`config.mk`:
```
export PLATFORM = sky130hd
export DESIGN_NAME = button_mode_ctrl
export DESIGN_NICKNAME = d
export VERILOG_FILES = /design/src/rtl/button_mode_ctrl.sv
export SDC_FILE = /design/constraint.sdc
export NUM_CORES = 1
export LEC_CHECK = 0
export ABC_AREA = 0
export ABC_CLOCK_PERIOD_IN_PS = 4100
export BUFFER_PORTS_ARGS = -buffer_cell sky130_fd_sc_hd__buf_4
export CAP_MARGIN = 20
export CORE_MARGIN = 4
export CORE_UTILIZATION = 31
export DETAILED_ROUTE_END_ITERATION = 8
export PLACE_DENSITY = 0.46
export SLEW_MARGIN = 20
export SYNTH_ARGS = -nofsm -noshare
export SYNTH_HDL_FRONTEND = slang
export SYNTH_SLANG_ARGS = --single-unit
```
`constraint.sdc`:
```
create_clock -name clock -period 4.1 [get_ports clock]
set_clock_uncertainty 0.1 [all_clocks]
set_input_delay 0.615 -clock clock [delete_from_list [all_inputs] [get_ports clock]]
set_output_delay 0.615 -clock clock [all_outputs]
set_load 0.01 [all_outputs]
```
`src/rtl/button_mode_ctrl.sv`:
```
// Two-button mode controller: synchronizes and debounces raw buttons,
// steps RUN/SET_* modes and emits increment pulses with auto-repeat.
module button_mode_ctrl #(
  parameter int DEBOUNCE_CYCLES = 1,
  parameter int HOLD_CYCLES     = 8,
  parameter int REPEAT_CYCLES   = 4,
  parameter int TIMEOUT_CYCLES  = 64
) (
  input  logic       clock,
  input  logic       our_reset,
  input  logic       counter_trigger,
  input  logic       increment_trigger,
  output logic [1:0] mode,
  output logic       mode_led_output,
  output logic       inc_sec,
  output logic       inc_min,
  output logic       inc_hour
);

  localparam int RMAX = (HOLD_CYCLES > REPEAT_CYCLES) ?
                        HOLD_CYCLES : REPEAT_CYCLES;
  localparam int RW = $clog2(RMAX + 1);
  localparam int IW = $clog2(TIMEOUT_CYCLES + 1);

  typedef enum logic [1:0] {
    RUN      = 2'd0,
    SET_SEC  = 2'd1,
    SET_MIN  = 2'd2,
    SET_HOUR = 2'd3
  } mode_e;

  // bit 0: counter button, bit 1: increment button
  logic [1:0]      s1_q, s2_q;
  logic [1:0]      lvl_q, lvl_d;
  logic [1:0]      prv_q;
  logic [1:0][7:0] db_q, db_d;
  logic [1:0]      rise;

  mode_e           mode_q, mode_d;
  logic            led_q, led_d;
  logic [2:0]      inc_q, inc_d;
  logic            rep_on_q, rep_on_d;
  logic            rep_ph_q, rep_ph_d;
  logic [RW-1:0]   rep_cnt_q, rep_cnt_d;
  logic [IW-1:0]   idle_q, idle_d;

  logic            set_mode;
  logic            pulse;
  logic            rep_hit;
  logic            tmo;

  always_comb begin
    db_d  = db_q;
    lvl_d = lvl_q;
    for (int i = 0; i < 2; i++) begin
      if (s2_q[i] == lvl_q[i]) begin
        db_d[i] = '0;
      end else if (db_q[i] >= 8'(DEBOUNCE_CYCLES - 1)) begin
        lvl_d[i] = s2_q[i];
        db_d[i]  = '0;
      end else begin
        db_d[i] = db_q[i] + 8'd1;
      end
    end
  end

  assign rise     = lvl_q & ~prv_q;
  assign set_mode = (mode_q != RUN);

  always_comb begin
    mode_d    = mode_q;
    inc_d     = 3'b000;
    rep_on_d  = rep_on_q;
    rep_ph_d  = rep_ph_q;
    rep_cnt_d = rep_cnt_q;
    idle_d    = idle_q;
    pulse     = 1'b0;
    tmo       = 1'b0;
    rep_hit   = rep_ph_q ?
                (rep_cnt_q == RW'(REPEAT_CYCLES - 1)) :
                (rep_cnt_q == RW'(HOLD_CYCLES - 1));

    if (rise[1] && set_mode) begin
      pulse     = 1'b1;
      rep_on_d  = 1'b1;
      rep_ph_d  = 1'b0;
      rep_cnt_d = '0;
    end else if (rep_on_q && lvl_q[1] && set_mode) begin
      if (rep_hit) begin
        pulse     = 1'b1;
        rep_ph_d  = 1'b1;
        rep_cnt_d = '0;
      end else if (rep_cnt_q != '1) begin
        rep_cnt_d = rep_cnt_q + 1'b1;
      end
    end else begin
      rep_on_d  = 1'b0;
      rep_ph_d  = 1'b0;
      rep_cnt_d = '0;
    end

    if (pulse) begin
      unique case (mode_q)
        SET_SEC:  inc_d = 3'b001;
        SET_MIN:  inc_d = 3'b010;
        SET_HOUR: inc_d = 3'b100;
        default:  inc_d = 3'b000;
      endcase
    end

    if (!set_mode || rise[0] || rise[1] || pulse) begin
      idle_d = '0;
    end else if (idle_q >= IW'(TIMEOUT_CYCLES - 1)) begin
      tmo    = 1'b1;
      idle_d = '0;
    end else begin
      idle_d = idle_q + 1'b1;
    end

    // Increment above used the pre-advance mode; now step or time out.
    if (rise[0]) begin
      mode_d = mode_e'(mode_q + 2'd1);
    end else if (tmo) begin
      mode_d = RUN;
    end
    if (mode_d != mode_q) begin
      rep_on_d  = 1'b0;
      rep_ph_d  = 1'b0;
      rep_cnt_d = '0;
    end

    led_d = (mode_d != RUN);
  end

  always_ff @(posedge clock) begin
    if (our_reset) begin
      s1_q      <= '0;
      s2_q      <= '0;
      lvl_q     <= '0;
      prv_q     <= '0;
      db_q      <= '0;
      mode_q    <= RUN;
      led_q     <= 1'b0;
      inc_q     <= 3'b000;
      rep_on_q  <= 1'b0;
      rep_ph_q  <= 1'b0;
      rep_cnt_q <= '0;
      idle_q    <= '0;
    end else begin
      s1_q      <= {increment_trigger, counter_trigger};
      s2_q      <= s1_q;
      lvl_q     <= lvl_d;
      prv_q     <= lvl_q;
      db_q      <= db_d;
      mode_q    <= mode_d;
      led_q     <= led_d;
      inc_q     <= inc_d;
      rep_on_q  <= rep_on_d;
      rep_ph_q  <= rep_ph_d;
      rep_cnt_q <= rep_cnt_d;
      idle_q    <= idle_d;
    end
  end

  assign mode            = mode_q;
  assign mode_led_output = led_q;
  assign inc_sec         = inc_q[0];
  assign inc_min         = inc_q[1];
  assign inc_hour        = inc_q[2];

endmodule

```
==> results of run 1 <==
-- kinds of logic (layout without fill, tap and decap cells) --
family / count (synthesis) / count (layout) / share of synthesized area
and+or+nand+nor: 47 / 47 / 0.260
DFF: 27 / 27 / 0.482
AOI/OAI and AO/OA: 13 / 13 / 0.0893
buffers and inverters: 8 / 17 / 0.0335
adders and majority gates: 6 / 6 / 0.0670
xor gates and xnor gates: 6 / 6 / 0.0469
muxes: 2 / 2 / 0.0179
other: 1 / 1 / 0.00335
-- per-layer routing --
metal  vias to the layer above  global-route usage
met4                         0              0.0397
met1                       356               0.109
met3                         5              0.0394
met5                         -                   0
li1                        401                   -
met2                         6               0.152
-- worst max-delay path, stage by stage, from the launching register on --
cell,delay [ns]
sky130_fd_sc_hd__dfxtp_1,0.47
sky130_fd_sc_hd__inv_1,0.12
sky130_fd_sc_hd__ha_1,0.23
sky130_fd_sc_hd__or3b_4,0.41
sky130_fd_sc_hd__or3_4,0.38
sky130_fd_sc_hd__a21o_1,0.21
sky130_fd_sc_hd__nor3_2,0.14
-- power groups by stage --
stage	Clock (mW)	Combinational (mW)	Sequential [mW]
floorplan	0	0.0111	0.274
global placement	0	0.0169	0.274
detailed placement	0	0.0171	0.275
CTS	0.124	0.0171	0.269
global route	0.134	0.0192	0.270
finish	0.115	0.0168	0.269
-- worst min path at each step --
stage | from | endpoint | slack [ns] | cells after the start
after floorplan | s2_q[0] | lvl_q[0] | 0.31 | 1
after global placement | s2_q[1] | lvl_q[1] | 0.32 | 1
after detailed placement | s2_q[0] | lvl_q[0] | 0.33 | 1
after CTS | s2_q[0] | lvl_q[0] | 0.36 | 1
after global routing | increment_trigger | s1_q[1] | 0.37 | 2
final | s2_q[0] | lvl_q[0] | 0.36 | 1
-- cells in the mapped netlist --
master                      number
sky130_fd_sc_hd__a2111oi_2       1
sky130_fd_sc_hd__a32o_1          1
sky130_fd_sc_hd__ha_1            6
sky130_fd_sc_hd__nor2b_1        11
sky130_fd_sc_hd__dfxtp_1        27
sky130_fd_sc_hd__inv_1           4
sky130_fd_sc_hd__a21o_1          2
sky130_fd_sc_hd__and2_1          3
sky130_fd_sc_hd__nor3_2          3
sky130_fd_sc_hd__or3_4           1
sky130_fd_sc_hd__nand3_1         7
sky130_fd_sc_hd__nand2_1         2
sky130_fd_sc_hd__conb_1          1
sky130_fd_sc_hd__o21ai_0         3
sky130_fd_sc_hd__nor2_1          3
sky130_fd_sc_hd__clkbuf_1        3
sky130_fd_sc_hd__o2bb2ai_1       1
sky130_fd_sc_hd__and3_1          1
sky130_fd_sc_hd__and4b_1         1
sky130_fd_sc_hd__o31a_1          1
sky130_fd_sc_hd__or3b_4          1
sky130_fd_sc_hd__nor3_1          5
sky130_fd_sc_hd__nand4_1         1
sky130_fd_sc_hd__a31o_2          1
sky130_fd_sc_hd__nand2b_1        2
sky130_fd_sc_hd__xor2_1          4
sky130_fd_sc_hd__mux2i_1         2
sky130_fd_sc_hd__a31o_1          1
sky130_fd_sc_hd__xnor2_1         2
sky130_fd_sc_hd__nor4_1          6
sky130_fd_sc_hd__buf_6           1
sky130_fd_sc_hd__a21oi_1         2
-- flip-flops by register name, summed over array words and instances (netlist names), 2 cells and up --
signal and count:
idle_q 7, s2_q 2, mode 2, inc_q 3
s1_q 2, rep_cnt_q 4, lvl_q 2, prv_q 2
-- stage by stage --
| stage | std cells | setup slack [ns] | utilization | cell area [sq um] | hold slack, ns |
|---|---|---|---|---|---|
| finish | 165 | 1.98 | 0.367 | 1250 | 0.356 |
| global route | 165 | 1.83 | 0.367 | 1250 | 0.367 |
| CTS | 165 | 1.96 | 0.367 | 1250 | 0.360 |
| detailed placement | 161 | 1.99 | 0.358 | 1220 | 0.330 |
| global placement | 161 | 2.00 | 0.358 | 1220 | 0.318 |
| floorplan | 110 | 2.06 | - | 1120 | 0.314 |
-- layout make-up --
cell class	instances	share of cell area
Clock buffer	3	0.0180
Clock inverter	1	0.00599
Inverter	4	0.0120
Multi-Input combinational cell	75	0.433
Sequential cell	27	0.431
Tap cell	46	0.0459
Timing Repair Buffer	9	0.0539
==> impl_metrics.csv, run 1 <==
group,metric,value,unit
clock_network,holdBufCountCts,0,
sta,fmax,471,MHz
yosys,post-synth-top-area-fraction,0.482,
detailed_routing,wl_met3,61,microns
cells_and_area,area_of_combinational_cells_with_multiple_inputs,543,sq um
setup_path,path_max_fanout,7,
min_path,hold_class,"reg2reg",
power,vdd_ir_drop_max,0.211,mV
yosys,synthesis.yosys.warnings,0,
detailed_routing,drt-total-wl,1790,microns
cells_and_area,fill_cells,363,
yosys,yosys_register_bits,27,
cells_and_area,share_of_post_route_cells_with_drive_strength_above_1,0.168,
setup_path,r2r_end,"rep_cnt_q[0]",
clock_network,clock_insertion_delay_worst_skew,0.33,ns
detailed_routing,route.antenna.remaining_nets,0,
cells_and_area,synthToLayoutAreaGrowth,11.8,%
global_routing,first_global_vias,740,
power,clkPwrFrac,0.288,
floorplanning,die_w,68.1,microns
sta,rsz_0062_raised_after_global_routing,"no",
floorplanning,initial_utilization,0.328,
clock_network,worst_setup_hold_path_clk_slew,0.15,ns
setup_path,critical_path.startpoint_type,"flip-flop",
placed_design,dpl.hpwl,1340,microns
global_routing,groute.usage.overall,0.0939,
floorplanning,die_area,4640,sq um
detailed_routing,vias_per_cell,4.65,
cells_and_area,seqCellArea,541,sq um
yosys,syn-instance-count,110,
yosys,post_synth_main_area_contributors,"sky130_fd_sc_hd__dfxtp_1, sky130_fd_sc_hd__ha_1, sky130_fd_sc_hd__nor2b_1, sky130_fd_sc_hd__nor4_1, sky130_fd_sc_hd__nand3_1",
setup_path,timing.critical_path.to_type,"flip-flop",
detailed_routing,route.detailed.wl_per_inst,10.8,microns
detailed_routing,drtPass1Iterations,4,
clock_network,clock_path_buffers,2,
run,max_cap_viol_count,0,
yosys,synth_nets,120,
power,power.switching_fraction,0.223,
detailed_routing,drc_violation_total_after_the_first_tritonroute_iteration,26,
detailed_routing,routed-wl-met2,859,microns
detailed_routing,routed-via-count,768,
sta,hold_violations,0,
yosys,synth_sequential_area_ratio,0.482,
global_routing,pin_count_of_the_biggest_net_entering_global_routing,21,
placed_design,gpl.final_weighted_congestion,0.715,
setup_path,rrSetupSlack,1.98,ns
sta,worst_pin_slew,0.519,ns
sta,finalSetupTns,0,ns
detailed_routing,maxUsedRoutingLayer,"met4",
clock_network,cts.repair_timing.setup_buffer_count,0,
floorplanning,placement_rows,21,
global_routing,grt_first_pass_wirelength,3220,microns
clock_network,clock_tree.root_cell,"sky130_fd_sc_hd__clkbuf_4",
floorplanning,ioPinCount,10,
outcome,run_status,"complete, no violations",
yosys,netlist.top_cell.by_area,"sky130_fd_sc_hd__dfxtp_1",
yosys,synth_area,1120,sq um
clock_network,cts_repair_resize_count,0,
power,power.density,320,nW/um^2
power,combinationalPowerShare,0.042,
detailed_routing,route.layer.met1.wl,830,microns
setup_path,category_of_the_critical_setup_timing_path,"reg2reg",
sta,slew_viol_final,0,
setup_path,r2r-start,"mode[0]",
setup_path,timing.critical_path.to,"rep_cnt_q[0]",
sta,timing.final.crit_share,0.518,
setup_path,crit_arrival,2.29,ns
clock_network,numCtsBuffers,3,
placed_design,buffer_ports.inserted,9,
floorplanning,core,3420,sq um
sta,layout_min_cycle_time,2.12,ns
floorplanning,die_h,68.1,microns
setup_path,timing.reg2reg.worst_path_depth,6,
cells_and_area,final_common_cell,"sky130_fd_sc_hd__dfxtp_1",
clock_network,clock_tree_from_tritoncts,"done",
sta,report.final.setup_viol,0,
clock_network,cts_num_sinks,27,
power,power.static_leakage,0.483,nW
cells_and_area,final_net_count,130,
sta,slew_headroom,0.653,
cells_and_area,num_antenna_cells,0,
power,power_report.internal_total,0.311,mW
global_routing,global_route.overflow_total,0,
power,switching_power,0.0895,mW
clock_network,cts_max_level,1,
global_routing,grt_antenna_before_repair,0,
power,power_frac_seq,0.670,
setup_path,required,4.27,ns
power,total_chip_power,0.401,mW
setup_path,critical_path.startpoint,"mode[0]",
cells_and_area,final_cell_mix,"sky130_fd_sc_hd__dfxtp_1, sky130_fd_sc_hd__nor2b_1, sky130_fd_sc_hd__buf_4",
yosys,synth.lib_cells_used.distinct,32,
detailed_routing,drc,0,
yosys,synthesis.area_per_instance,10.2,sq um
Note: power is estimated with default switching activity, not from simulation.
==> run 2: changes to the inputs <==
--- a/config.mk
+++ b/config.mk
@@ -6,13 +6,13 @@
 export NUM_CORES = 1
 export LEC_CHECK = 0
 export ABC_AREA = 0
-export ABC_CLOCK_PERIOD_IN_PS = 4100
+export ABC_CLOCK_PERIOD_IN_PS = 1800
 export BUFFER_PORTS_ARGS = -buffer_cell sky130_fd_sc_hd__buf_4
 export CAP_MARGIN = 20
 export CORE_MARGIN = 4
 export CORE_UTILIZATION = 31
 export DETAILED_ROUTE_END_ITERATION = 8
-export PLACE_DENSITY = 0.46
+export PLACE_DENSITY = 0.48
 export SLEW_MARGIN = 20
 export SYNTH_ARGS = -nofsm -noshare
 export SYNTH_HDL_FRONTEND = slang
==> constraint.sdc (replaced) <==
create_clock -name clock -period 1.8 [get_ports clock]
set_clock_uncertainty 0.1 [all_clocks]
set_input_delay 0.27 -clock clock [delete_from_list [all_inputs] [get_ports clock]]
set_output_delay 0.27 -clock clock [all_outputs]
set_load 0.01 [all_outputs]
==> impl_metrics.csv, run 2 (same netlist as run 1, synthesis figures left out) <==
group,metric,value,unit
power,combinationalPowerShare,0.054,
cells_and_area,regMostFlops,"idle_q",
detailed_routing,vias_per_cell,4.56,
setup_path,path_max_fanout,3,
detailed_routing,route.antenna.remaining_nets,0,
clock_network,cts_max_level,1,
floorplanning,die_w,68.1,microns
power,total_chip_power,0.908,mW
detailed_routing,routed-wl-met2,903,microns
outcome,run_status,"complete, no violations",
detailed_routing,route.detailed.wl_per_inst,10.3,microns
setup_path,r2r-start,"mode[0]",
clock_network,clock_tree.root_cell,"sky130_fd_sc_hd__clkbuf_4",
power,power.switching_fraction,0.215,
placed_design,pre_cts_slack,0.0207,ns
setup_path,timing.critical_path.slowest_cell_delay,0.38,ns
detailed_routing,drtPass1Iterations,4,
detailed_routing,maxUsedRoutingLayer,"met4",
cells_and_area,synthToLayoutAreaGrowth,24.0,%
floorplanning,die_area,4640,sq um
power,power.density,653,nW/um^2
cells_and_area,area_of_combinational_cells_with_multiple_inputs,557,sq um
clock_network,clock_tree_from_tritoncts,"done",
setup_path,critical_path.startpoint_type,"flip-flop",
global_routing,groute.usage.overall,0.0955,
cells_and_area,final_common_cell,"sky130_fd_sc_hd__dfxtp_1",
global_routing,pin_count_of_the_biggest_net_entering_global_routing,20,
power,switching_power,0.195,mW
run,max_cap_viol_count,0,
setup_path,crit_arrival,1.90,ns
setup_path,critical_path.startpoint,"mode[0]",
cells_and_area,seqCellArea,548,sq um
detailed_routing,routed-via-count,820,
detailed_routing,drc_violation_total_after_the_first_tritonroute_iteration,46,
clock_network,numCtsBuffers,3,
sta,hold_slack,0.0565,ns
power,power.static_leakage,0.570,nW
power,power_report.internal_total,0.713,mW
placed_design,gpl.final_weighted_congestion,0.803,
clock_network,clock_insertion_delay_worst_skew,0.31,ns
placed_design,buffer_ports.inserted,9,
power,vdd_ir_drop_max,0.433,mV
min_path,hold_class,"in2reg",
power,clkPwrFrac,0.275,
setup_path,timing.critical_path.to_type,"flip-flop",
sta,finalSetupTns,0,ns
global_routing,grt_first_pass_wirelength,3350,microns
placed_design,placed_area,1330,sq um
cells_and_area,fill_cells,357,
floorplanning,placement_rows,21,
min_path,worstHoldStart,"counter_trigger",
cells_and_area,final_cell_mix,"sky130_fd_sc_hd__dfxtp_1, sky130_fd_sc_hd__buf_4, sky130_fd_sc_hd__nor2b_1",
detailed_routing,route.layer.met1.wl,861,microns
setup_path,worst_path_max_delay_cell,"sky130_fd_sc_hd__dfxtp_4",
detailed_routing,wl_met3,73,microns
cells_and_area,layout_top_registers,"idle_q: 7 flops, rep_cnt_q: 4 flops, inc_q: 3 flops",
floorplanning,ioPinCount,10,
sta,setup_ws,0.0590,ns
detailed_routing,drc,0,
clock_network,worst_setup_hold_path_clk_slew,0.14,ns
cells_and_area,final_net_count,145,
cells_and_area,finish.instance_area,1390,sq um
cells_and_area,largest_reg_flops,7,
cells_and_area,num_antenna_cells,0,
sta,timing.final.crit_share,0.967,
sta,hold_violations,0,
detailed_routing,drt-total-wl,1850,microns
global_routing,grt_antenna_before_repair,0,
global_routing,global_route.overflow_total,0,
sta,fmax,574,MHz
placed_design,placed_cells,172,
floorplanning,core,3420,sq um
floorplanning,die_h,68.1,microns
sta,slew_viol_final,0,
placed_design,dpl.hpwl,1410,microns
power,power_frac_seq,0.670,
cells_and_area,post-route-util,0.407,
cells_and_area,finish.cell_count_without_fillers,180,
setup_path,path_cells,"inv_4, ha_4, or3b_4, or3_4, a21o_1, nor3_2",
floorplanning,initial_utilization,0.328,
sta,layout_min_cycle_time,1.74,ns
setup_path,timing.critical_path.buf_inv,1,
sta,report.final.setup_viol,0,
setup_path,category_of_the_critical_setup_timing_path,"reg2reg",
clock_network,clock_path_buffers,2,
cells_and_area,share_of_post_route_cells_with_drive_strength_above_1,0.306,
sta,rsz_0062_raised_after_global_routing,"yes",
setup_path,cpLargestDelayFamily,"simple AND/OR/NAND/NOR gates",
setup_path,required,1.96,ns
global_routing,first_global_vias,798,
clock_network,cts_num_sinks,27,
run 2: cell count changes in the layout (fill, tap and decap cells not counted), moves of 2 or more:
cell                      delta
sky130_fd_sc_hd__inv_4       +2
sky130_fd_sc_hd__inv_1       -2
sky130_fd_sc_hd__buf_4      +15
sky130_fd_sc_hd__dfxtp_1     -2
sky130_fd_sc_hd__dfxtp_4     +2
run 2: worst paths after layout:
check	to	slack, ns	cells past startpoint
setup reg to reg	rep_cnt_q[3]	0.06	6
hold / removal	s1_q[0]	0.06	2
setup / recovery	rep_cnt_q[3]	0.06	6
hold reg to reg	s2_q[0]	0.35	1
run 2: layout make-up:
cell class | instances | share of cell area
Tap cell | 46 | 0.0414
Inverter | 4 | 0.0144
Multi-Input combinational cell | 75 | 0.401
Clock buffer | 3 | 0.0162
Timing Repair Buffer | 24 | 0.130
Sequential cell | 27 | 0.394
Clock inverter | 1 | 0.00360
run 2: what timing repair did:
item	4_1_cts	5_1_grt
resized for setup	0	2
endpoints found under the setup margin	1	5
pin swaps	1	1
setup buffers	0	4
hold buffers	0	0
run 2: worst register-to-register path: stages (launching register included):
cell and delay, ns:
sky130_fd_sc_hd__dfxtp_4 0.38, sky130_fd_sc_hd__inv_4 0.04, sky130_fd_sc_hd__ha_4 0.15, sky130_fd_sc_hd__or3b_4 0.36, sky130_fd_sc_hd__or3_4 0.34, sky130_fd_sc_hd__a21o_1 0.21, sky130_fd_sc_hd__nor3_2 0.10
run 2: power groups by stage:
stage / Clock [mW] / Sequential (mW) / Combinational [mW]
after floorplan: 0 / 0.623 / 0.0266
after global placement: 0 / 0.622 / 0.0479
after detailed placement: 0 / 0.622 / 0.0483
after global routing: 0.303 / 0.611 / 0.0561
after CTS: 0.272 / 0.609 / 0.0483
final: 0.250 / 0.609 / 0.0494
run 2: routing by layer:
| metal | up-vias | GRT usage |
|---|---|---|
| met4 | 0 | 0.0223 |
| met2 | 11 | 0.162 |
| met1 | 375 | 0.111 |
| met3 | 2 | 0.0394 |
| li1 | 432 | - |
| met5 | - | 0 |
==> run 3: changes to the inputs <==
--- a/config.mk
+++ b/config.mk
@@ -5,14 +5,14 @@
 export SDC_FILE = /design/constraint.sdc
 export NUM_CORES = 1
 export LEC_CHECK = 0
-export ABC_AREA = 0
+export ABC_AREA = 1
 export ABC_CLOCK_PERIOD_IN_PS = 1800
 export BUFFER_PORTS_ARGS = -buffer_cell sky130_fd_sc_hd__buf_4
 export CAP_MARGIN = 20
 export CORE_MARGIN = 4
 export CORE_UTILIZATION = 31
 export DETAILED_ROUTE_END_ITERATION = 8
-export PLACE_DENSITY = 0.48
+export PLACE_DENSITY = 0.47
 export SLEW_MARGIN = 20
 export SYNTH_ARGS = -nofsm -noshare
 export SYNTH_HDL_FRONTEND = slang
==> impl_metrics.csv, run 3 <==
group,metric,value,unit
setup_path,path_cells,"inv_1, ha_1, inv_2, nand3_2, nand2_2, nand2_4, nand3_4, nor2_2, nor2_4, nand3_4, nor2_2",
floorplanning,placement_rows,22,
setup_path,r2r-start,"mode[0]",
global_routing,grt_antenna_before_repair,0,
floorplanning,die_h,70.7,microns
detailed_routing,drc,0,
clock_network,worst_setup_hold_path_clk_slew,0.09,ns
setup_path,critical_path.startpoint_type,"flip-flop",
yosys,synthArstFlopShare,0,
setup_path,timing.critical_path.buf_inv,2,
power,power.density,699,nW/um^2
placed_design,placed_area,1360,sq um
global_routing,pin_count_of_the_biggest_net_entering_global_routing,16,
setup_path,cpLargestDelayFamily,"simple AND/OR/NAND/NOR gates",
clock_network,numCtsBuffers,3,
setup_path,path_max_fanout,4,
cells_and_area,fill_cells,401,
setup_path,crit_arrival,1.77,ns
outcome,run_status,"complete, no violations",
min_path,hold_class,"in2reg",
sta,timing.final.crit_share,0.920,
yosys,post_synth_main_area_contributors,"sky130_fd_sc_hd__dfxtp_1, sky130_fd_sc_hd__nor2_1, sky130_fd_sc_hd__inv_1, sky130_fd_sc_hd__ha_1, sky130_fd_sc_hd__nand2_1",
floorplanning,ioPinCount,10,
setup_path,worst_path_max_delay_cell,"sky130_fd_sc_hd__dfxtp_1",
floorplanning,die_w,70.7,microns
setup_path,required,1.91,ns
setup_path,rrSetupSlack,0.14,ns
clock_network,clock_tree_from_tritoncts,"done",
floorplanning,initial_utilization,0.326,
cells_and_area,finish.instance_area,1420,sq um
sta,rsz_0062_raised_after_global_routing,"no",
cells_and_area,largest_reg_flops,7,
yosys,main_combinational_cell_family_by_area_after_synthesis,"simple AND/OR/NAND/NOR gates",
setup_path,critical_path.startpoint,"mode[0]",
detailed_routing,vias_per_cell,4.12,
yosys,synth_edf_count,0,
setup_path,path_depth,11,
cells_and_area,share_of_post_route_cells_with_drive_strength_above_1,0.259,
detailed_routing,drc_violation_total_after_the_first_tritonroute_iteration,10,
floorplanning,core,3740,sq um
sta,finalSetupTns,0,ns
cells_and_area,regMostFlops,"idle_q",
sta,report.final.setup_viol,0,
yosys,synth-adder-area-share,0.0616,
placed_design,dpl.hpwl,1510,microns
yosys,synthesis.area_per_instance,8.23,sq um
cells_and_area,final_common_cell,"sky130_fd_sc_hd__nor2_1",
sta,layout_min_cycle_time,1.66,ns
detailed_routing,drt-total-wl,1890,microns
cells_and_area,layout_top_registers,"idle_q: 7 flops, rep_cnt_q: 4 flops, inc_q: 3 flops",
clock_network,cts_num_sinks,27,
cells_and_area,final_cell_mix,"sky130_fd_sc_hd__nor2_1, sky130_fd_sc_hd__dfxtp_1, sky130_fd_sc_hd__inv_1",
yosys,simple_gate_area_share_of_the_yosys_netlist,0.347,
sta,fmax,604,MHz
yosys,post_synthesis_compound_gate_area_fraction,0.0216,
yosys,post-synth-top-area-fraction,0.444,
clock_network,cts_max_level,1,
yosys,synth_nets,158,
yosys,netlist.top_cell.by_area,"sky130_fd_sc_hd__dfxtp_1",
setup_path,timing.reg2reg.worst_path_depth,11,
clock_network,clock_path_buffers,2,
sta,slew_viol_final,0,
global_routing,first_global_vias,802,
detailed_routing,route.antenna.remaining_nets,0,
floorplanning,die_area,5000,sq um
cells_and_area,final_net_count,173,
yosys,synthesis.yosys.warnings,0,
global_routing,groute.usage.overall,0.0816,
detailed_routing,routed-via-count,865,
yosys,syn-instance-count,148,
global_routing,grt_first_pass_wirelength,3250,microns
global_routing,global_route.overflow_total,0,
yosys,yosys_register_bits,27,
detailed_routing,route.detailed.wl_per_inst,9.01,microns
run,max_cap_viol_count,0,
power,vdd_ir_drop_max,0.280,mV
setup_path,r2r_end,"rep_cnt_q[1]",
setup_path,timing.critical_path.slowest_cell_delay,0.34,ns
yosys,synth.lib_cells_used.distinct,24,
clock_network,cts.repair_timing.setup_buffer_count,0,
yosys,synth_most_common_cell,"sky130_fd_sc_hd__nor2_1",
setup_path,timing.critical_path.to_type,"flip-flop",
yosys,synth_area,1220,sq um
yosys,synth_xor_area_frac,0.0287,
yosys,yosys_most_used_dff,"sky130_fd_sc_hd__dfxtp_1",
clock_network,cts_repair_resize_count,0,
detailed_routing,drtPass1Iterations,4,
yosys,yosys-mux-area-fraction,0.00821,
clock_network,holdBufCountCts,0,
power,power.static_leakage,0.598,nW
sta,hold_violations,0,
cells_and_area,num_antenna_cells,0,
yosys,yosys-top-cells-count,"sky130_fd_sc_hd__nor2_1, sky130_fd_sc_hd__dfxtp_1, sky130_fd_sc_hd__inv_1, sky130_fd_sc_hd__nand2_1, sky130_fd_sc_hd__nand3_1",
cells_and_area,synthToLayoutAreaGrowth,16.5,%
placed_design,gpl.final_weighted_congestion,0.839,
clock_network,clock_insertion_delay_worst_skew,0.27,ns
setup_path,timing.critical_path.to,"rep_cnt_q[1]",
clock_network,clock_tree.root_cell,"sky130_fd_sc_hd__clkbuf_8",
setup_path,category_of_the_critical_setup_timing_path,"reg2reg",
placed_design,buffer_ports.inserted,9,
yosys,synth_sequential_area_ratio,0.444,
[run 3: changes by cell type after synthesis, sizes merged, moves of 6 or more]
cell / before / now
nor2b: 11 / 0
nor4: 6 / 0
nand3: 7 / 13
nand2: 2 / 21
nor3: 8 / 2
inv: 4 / 27
nor2: 3 / 39
[run 3: logic make-up (layout without fill, tap and decap cells)]
family,after synthesis,after routing
simple gates,76,76
flops,27,27
xor+xnor,4,4
mux,1,1
fa+ha+maj,6,6
buf+inv,28,42
other cells,1,1
compound gates,5,5
[run 3: final cells by class]
type | count | area (sq um) | area share
clock buffer | 3 | 41.3 | 0.0291
clock inverter | 1 | 5.00 | 0.00352
inverter | 27 | 101 | 0.0714
multi-input combinational | 93 | 589 | 0.415
sequential | 27 | 541 | 0.381
tap | 48 | 60.1 | 0.0423
timing repair buffer | 11 | 82.6 | 0.0581
[run 3: how the worst min path moves through the flow]
stage          cells past startpoint  slack, ns            start  endpoint
3_3_place_gp                       2       0.29          s1_q[1]   s2_q[1]
4_1_cts                            3       0.09  counter_trigger   s1_q[0]
3_5_place_dp                       2       0.30          s2_q[1]  lvl_q[1]
2_1_floorplan                      2       0.28  counter_trigger   s1_q[0]
5_1_grt                            3       0.11  counter_trigger   s1_q[0]
6_report                           3        0.1  counter_trigger   s1_q[0]
[run 3: per-layer routing]
layer | GRT usage | wire length, microns | share of wire
met2 | 0.142 | 971 | 0.51
met4 | 0.0459 | 19 | 0.010
met5 | 0 | 0 | 0
met1 | 0.0877 | 851 | 0.45
met3 | 0.0241 | 49 | 0.026
[run 3: worst register-to-register path: cells and delay by family, from the launching register on]
family / cells / cell delay (ns)
DFF: 1 / 0.34
buffers and inverters: 2 / 0.19
and+or+nand+nor: 8 / 0.72
adders and majority gates: 1 / 0.26
[run 3: power breakdown]
part,internal [mW],leakage (nW),switching (mW)
Sequential,0.606,0.219,0.00377
Clock,0.155,0.0255,0.183
Combinational,0.0177,0.353,0.0267
Total,0.779,0.598,0.213
[run 3: per-stage QoR]
| stage | util | cells | power (mW) | setup slack (ns) | hold slack, ns |
|---|---|---|---|---|---|
| 6_report | 0.379 | 210 | 0.992 | 0.144 | 0.0982 |
| 3_3_place_gp | 0.363 | 206 | 0.666 | 0.160 | 0.295 |
| 5_1_grt | 0.379 | 210 | 1.04 | 0.00837 | 0.112 |
| 3_5_place_dp | 0.363 | 206 | 0.667 | 0.0939 | 0.298 |
| 2_1_floorplan | - | 148 | 0.652 | 0.0683 | 0.277 |
| 4_1_cts | 0.375 | 210 | 1.01 | 0.0739 | 0.0909 |
